--- src/rtl/pes_usr_pkg.sv ---
// Shared types for the usr shift-register sequencer: FSM states and usr_cnt mode codes.
package pes_usr_pkg;

  typedef enum logic [1:0] {
    S_IDLE  = 2'd0,
    S_LOAD  = 2'd1,
    S_SHIFT = 2'd2,
    S_DONE  = 2'd3
  } state_e;

  localparam logic [1:0] HOLD = 2'b00;
  localparam logic [1:0] SHR  = 2'b01;
  localparam logic [1:0] SHL  = 2'b10;
  localparam logic [1:0] LOAD = 2'b11;

  function automatic logic [1:0] shift_code(input logic dir);
    return dir ? SHL : SHR;
  endfunction

endpackage

--- src/rtl/pes_usr_seq_ctr.sv ---
// Shift-count register: loads min(shamt, WIDTH), counts down to zero, clears on demand.
module pes_usr_seq_ctr #(
  parameter int WIDTH   = 4,
  parameter int SHAMT_W = 3,
  parameter int CNT_W   = $clog2(WIDTH + 1)
) (
  input  logic               clk,
  input  logic               rst,
  input  logic               load_i,
  input  logic [SHAMT_W-1:0] shamt_i,
  input  logic               dec_i,
  input  logic               clr_i,
  output logic [CNT_W-1:0]   cnt_o,
  output logic               zero_o,
  output logic               last_o
);

  logic [CNT_W-1:0] cnt_q, cnt_d, eff;

  // Shifting more than WIDTH times gives the same all-zero result, so clamp.
  always_comb begin
    if (int'(shamt_i) > WIDTH) eff = CNT_W'(WIDTH);
    else                       eff = CNT_W'(shamt_i);
  end

  always_comb begin
    cnt_d = cnt_q;
    if (clr_i)                        cnt_d = '0;
    else if (load_i)                  cnt_d = eff;
    else if (dec_i && cnt_q != '0)    cnt_d = cnt_q - CNT_W'(1);
  end

  always_ff @(posedge clk or negedge rst) begin
    if (!rst) cnt_q <= '0;
    else      cnt_q <= cnt_d;
  end

  assign cnt_o  = cnt_q;
  assign zero_o = (cnt_q == '0);
  assign last_o = (cnt_q == CNT_W'(1));

endmodule

--- src/rtl/pes_usr_seq.sv ---
// Sequencer driving a universal shift register: load, then N shifts, then a done pulse.
// Optional abort input enabled by defining PES_USR_SEQ_ABORT_EN.
module pes_usr_seq
  import pes_usr_pkg::*;
#(
  parameter int WIDTH   = 4,
  parameter int SHAMT_W = 3
) (
  input  logic               clk,
  input  logic               rst,
  input  logic               req_valid,
  output logic               req_ready,
  input  logic [WIDTH-1:0]   req_data,
  input  logic               req_dir,
  input  logic [SHAMT_W-1:0] req_shamt,
`ifdef PES_USR_SEQ_ABORT_EN
  input  logic               abort,
`endif
  output logic [WIDTH-1:0]   usr_in,
  output logic [1:0]         usr_cnt,
  output logic               busy,
  output logic               done
);

  localparam int CNT_W = $clog2(WIDTH + 1);

  state_e           state_q, state_d;
  logic [WIDTH-1:0] data_q;
  logic             dir_q;
  logic             rdy_q;
  logic             accept, abort_w;
  logic             ctr_load, ctr_dec, ctr_clr, ctr_zero, ctr_last;
  logic [CNT_W-1:0] ctr_cnt;

`ifdef PES_USR_SEQ_ABORT_EN
  assign abort_w = abort;
`else
  assign abort_w = 1'b0;
`endif

  // rdy_q holds off acceptance until the first edge after reset release.
  assign req_ready = rdy_q && (state_q == S_IDLE);
  assign accept    = req_valid && req_ready;

  pes_usr_seq_ctr #(
    .WIDTH   (WIDTH),
    .SHAMT_W (SHAMT_W),
    .CNT_W   (CNT_W)
  ) u_ctr (
    .clk     (clk),
    .rst     (rst),
    .load_i  (ctr_load),
    .shamt_i (req_shamt),
    .dec_i   (ctr_dec),
    .clr_i   (ctr_clr),
    .cnt_o   (ctr_cnt),
    .zero_o  (ctr_zero),
    .last_o  (ctr_last)
  );

  always_comb begin
    state_d  = state_q;
    ctr_load = 1'b0;
    ctr_dec  = 1'b0;
    ctr_clr  = 1'b0;
    case (state_q)
      S_IDLE: if (accept) begin
        state_d  = S_LOAD;
        ctr_load = 1'b1;
      end
      S_LOAD: begin
        if (abort_w || ctr_zero) begin
          state_d = S_DONE;
          ctr_clr = 1'b1;
        end else begin
          state_d = S_SHIFT;
        end
      end
      S_SHIFT: begin
        ctr_dec = 1'b1;
        // Leaving on the last count gives exactly the loaded number of shift cycles.
        if (abort_w || ctr_last) begin
          state_d = S_DONE;
          ctr_clr = 1'b1;
        end
      end
      S_DONE:  state_d = S_IDLE;
      default: state_d = S_IDLE;
    endcase
  end

  always_ff @(posedge clk or negedge rst) begin
    if (!rst) begin
      state_q <= S_IDLE;
      data_q  <= '0;
      dir_q   <= 1'b0;
      rdy_q   <= 1'b0;
    end else begin
      state_q <= state_d;
      rdy_q   <= 1'b1;
      if (accept) begin
        data_q <= req_data;
        dir_q  <= req_dir;
      end
    end
  end

  // Outputs decode registered state only.
  always_comb begin
    usr_cnt = HOLD;
    usr_in  = '0;
    case (state_q)
      S_LOAD: begin
        usr_cnt = LOAD;
        usr_in  = data_q;
      end
      S_SHIFT: usr_cnt = shift_code(dir_q);
      default: usr_cnt = HOLD;
    endcase
  end

  assign busy = (state_q != S_IDLE);
  assign done = (state_q == S_DONE);

  logic unused_cnt;
  assign unused_cnt = ^ctr_cnt;

endmodule
--- config.mk ---
export PLATFORM = sky130hd
export DESIGN_NAME = pes_usr_seq
export DESIGN_NICKNAME = d
export VERILOG_FILES = /design/src/rtl/pes_usr_pkg.sv /design/src/rtl/pes_usr_seq_ctr.sv /design/src/rtl/pes_usr_seq.sv
export SDC_FILE = /design/constraint.sdc
export NUM_CORES = 1
export LEC_CHECK = 0
export BUFFER_PORTS_ARGS = -buffer_cell sky130_fd_sc_hd__buf_4
export CAP_MARGIN = 20
export CORE_MARGIN = 4
export CORE_UTILIZATION = 36
export DETAILED_ROUTE_END_ITERATION = 8
export HOLD_SLACK_MARGIN = 0.1
export PLACE_DENSITY = 0.7
export SLEW_MARGIN = 20
export SYNTH_ARGS = -nofsm -noshare
export SYNTH_HDL_FRONTEND = slang
export SYNTH_SLANG_ARGS = --single-unit
--- constraint.sdc ---
create_clock -name clk -period 2.2 [get_ports clk]
set_clock_uncertainty 0.1 [all_clocks]
set_input_delay 0.33 -clock clk [delete_from_list [all_inputs] [get_ports clk]]
set_output_delay 0.33 -clock clk [all_outputs]
set_load 0.05 [all_outputs]
==> results.yml <==
clock_network:
  insertion_delay_ns: 0.26
  cts_buffer_depth: 2
  clk_pin_slew_worst_paths_ns: 0.06
  clock-sinks: 11
  cts_resized: 0
  post_cts_buffers: 0
  cts_tree: "done"
  cts_hold_buf: 1
  htreeDepth: 1
  cts_root_buffer: "clkbuf_4"
  numCtsBuffers: 3
placed_design:
  portBuffers: 19
  post-place-ws_ns: 0.301
  dp_hpwl_um: 1130
  gp_congestion: 0.803
sta:
  fin_crit_ns: 2.04
  fin_crit_sh: 0.928
  finalSetupTns_ns: 0
  setup_viol: 0
  rsz0062_at_grt: "no"
  slew_viol_final: 0
  final-hold-violation-count: 0
  setup_ws_ns: 0.158
  max_freq_ghz: 0.490
cells_and_area:
  final_util: 0.505
  final_cell_mix: "buf_4 (19), dfrtp_1 (11), ha_1 (8), inv_1 (7), mux2_2 (6)"
  final_common_cell: "buf_4"
  fin_nets: 112
  drive_gt1_frac: 0.337
  syn2layout_area_growth_pct: 28.0
  fillers: 181
  n_antenna_cell: 0
setup_path:
  critPathMostFrequentCell: "inv_1"
  max_stage_delay_ns: 0.41
  reg2reg_to: "u_ctr.cnt_o[2]$_DFFE_PN0P_"
  crit_family: "buffers and inverters"
  reg2reg_slack_ns: 0.30
  path_class: "reg -> out"
  crit_path_top_delay_cell: "dfrtp_1"
  critPathArrivalTime_ns: 1.61
  worstRegToRegCells: 5
  crit_cells: 6
  cp-endpoint: "usr_cnt[0]"
  required_ns: 1.77
  worstPathCellList: "inv_1 -> ha_1 -> inv_1 -> nor2_1 -> o21a_1 -> buf_4"
  start_kind: "flop"
  worstPathMaxFanout: 6
  reg2reg_from: "state_q[0]$_DFFE_PN0P_"
  crit_buf_inv: 3
  critPathCaptureType: "output port"
  cp-startpoint: "state_q[0]$_DFFE_PN0P_"
synthesis:
  ys_seq_area_frac: 0.387
  synth_ff_type: "dfrtp_1"
  synthArstFlopShare: 1.00
  yosys_warnings: 0
  synth_edf_count: 0
  synthCells: 69
  synth_nets: 88
  syn_area_um2: 711
  synth_cell_types: 26
  syn_avg_cell_area_um2: 10.3
  synth_seq_cells: 11
detailed_routing:
  drt-total-wl_um: 1420
  vias: 587
  drt_iter0_markers: 14
  first_pass_iters: 4
  via_per_inst: 5.02
  drc: 0
  wl_per_cell_um: 12.1
  ant_nets: 0
run_status:
  status: "complete, no violations"
global_routing:
  first_global_vias: 541
  grt_max_degree: 12
  grt.total_usage: 0.116
  antenna_found_initial: 0
  grt_pass1_wl_um: 2360
  grt_overflow: 0
floorplanning:
  die_w_um: 52.4
  die_y_um: 52.4
  initial_utilization: 0.394
  die-area_um2: 2750
  pin_count: 20
  core.rowCount: 15
  core_um2: 1800
pwr:
  ir_drop_v: 0.000660
  p_per_area_nw_per_um2: 1630
  total_power_mw: 1.48
  p_leak_nw: 0.440
min_path:
  hold_class: "in -> reg"
run:
  maxCapViolations: 0
layout make-up:
type / instances / area, µm² / share of cell area
Timing Repair Buffer: 20 / 153 / 0.168
Inverter: 7 / 26.3 / 0.0289
Tap cell: 25 / 31.3 / 0.0344
Sequential cell: 11 / 275 / 0.303
Clock buffer: 4 / 26.3 / 0.0289
Multi-Input combinational cell: 50 / 398 / 0.437
kinds of logic (layout without fill, tap and decap cells):
family / count (synthesis) / after routing / share of synthesized area
buf+inv: 8 / 31 / 0.0528
compound gates: 15 / 15 / 0.155
fa+ha+maj: 8 / 8 / 0.141
mux: 6 / 6 / 0.0951
flops: 11 / 11 / 0.387
simple gates: 20 / 20 / 0.164
other cells: 1 / 1 / 0.00528
flip-flops by register name, indices dropped and copies added (netlist names):
| register | cells |
|---|---|
| data_q | 4 |
| dir_q | 1 |
| rdy_q | 1 |
| state_q | 2 |
| u_ctr.cnt_o | 3 |
how the worst min path moves through the flow:
| stage | from | to | cells after the start |
|---|---|---|---|
| after floorplan | rst | data_q[0]$_DFFE_PN0N_ | 0 |
| after global placement | rst | data_q[2]$_DFFE_PN0N_ | 1 |
| after detailed placement | rst | data_q[2]$_DFFE_PN0N_ | 1 |
| after CTS | req_dir | dir_q$_DFFE_PN0N_ | 2 |
| after global routing | req_dir | dir_q$_DFFE_PN0N_ | 2 |
| final | req_data[0] | data_q[0]$_DFFE_PN0N_ | 2 |
synthesized netlist by cell type, types with 3 or more instances:
| cell | count | area [µm²] |
|---|---|---|
| a21oi_1 | 3 | 15.0 |
| and2_1 | 4 | 25.0 |
| inv_1 | 7 | 26.3 |
| mux2_2 | 6 | 67.6 |
| dfrtp_1 | 11 | 275 |
| nor2_1 | 3 | 11.3 |
| ha_1 | 8 | 100 |
metrics by stage:
| stage | cells | instance area (µm²) | hold slack [ns] |
|---|---|---|---|
| after floorplan | 69 | 711 | -0.0656 |
| after global placement | 112 | 873 | 0.0689 |
| after detailed placement | 112 | 873 | 0.0683 |
| after CTS | 117 | 910 | 0.197 |
| after global routing | 117 | 910 | 0.194 |
| final | 117 | 910 | 0.205 |
power by group:
| group | switching, mW | internal (mW) | total (mW) | leakage, nW |
|---|---|---|---|---|
| Clock | 0.0584 | 0.0699 | 0.128 | 0.0150 |
| Combinational | 0.607 | 0.378 | 0.986 | 0.293 |
| Sequential | 0.0675 | 0.299 | 0.367 | 0.132 |
| Total | 0.733 | 0.747 | 1.48 | 0.440 |
routing by layer:
layer,wire length (µm),vias up,global-route usage
met5,0,-,0
met4,21,0,0.0638
met3,113,4,0.0285
met2,577,27,0.163
met1,709,267,0.161
li1,-,289,-
Note: power is estimated with default switching activity, not from simulation.
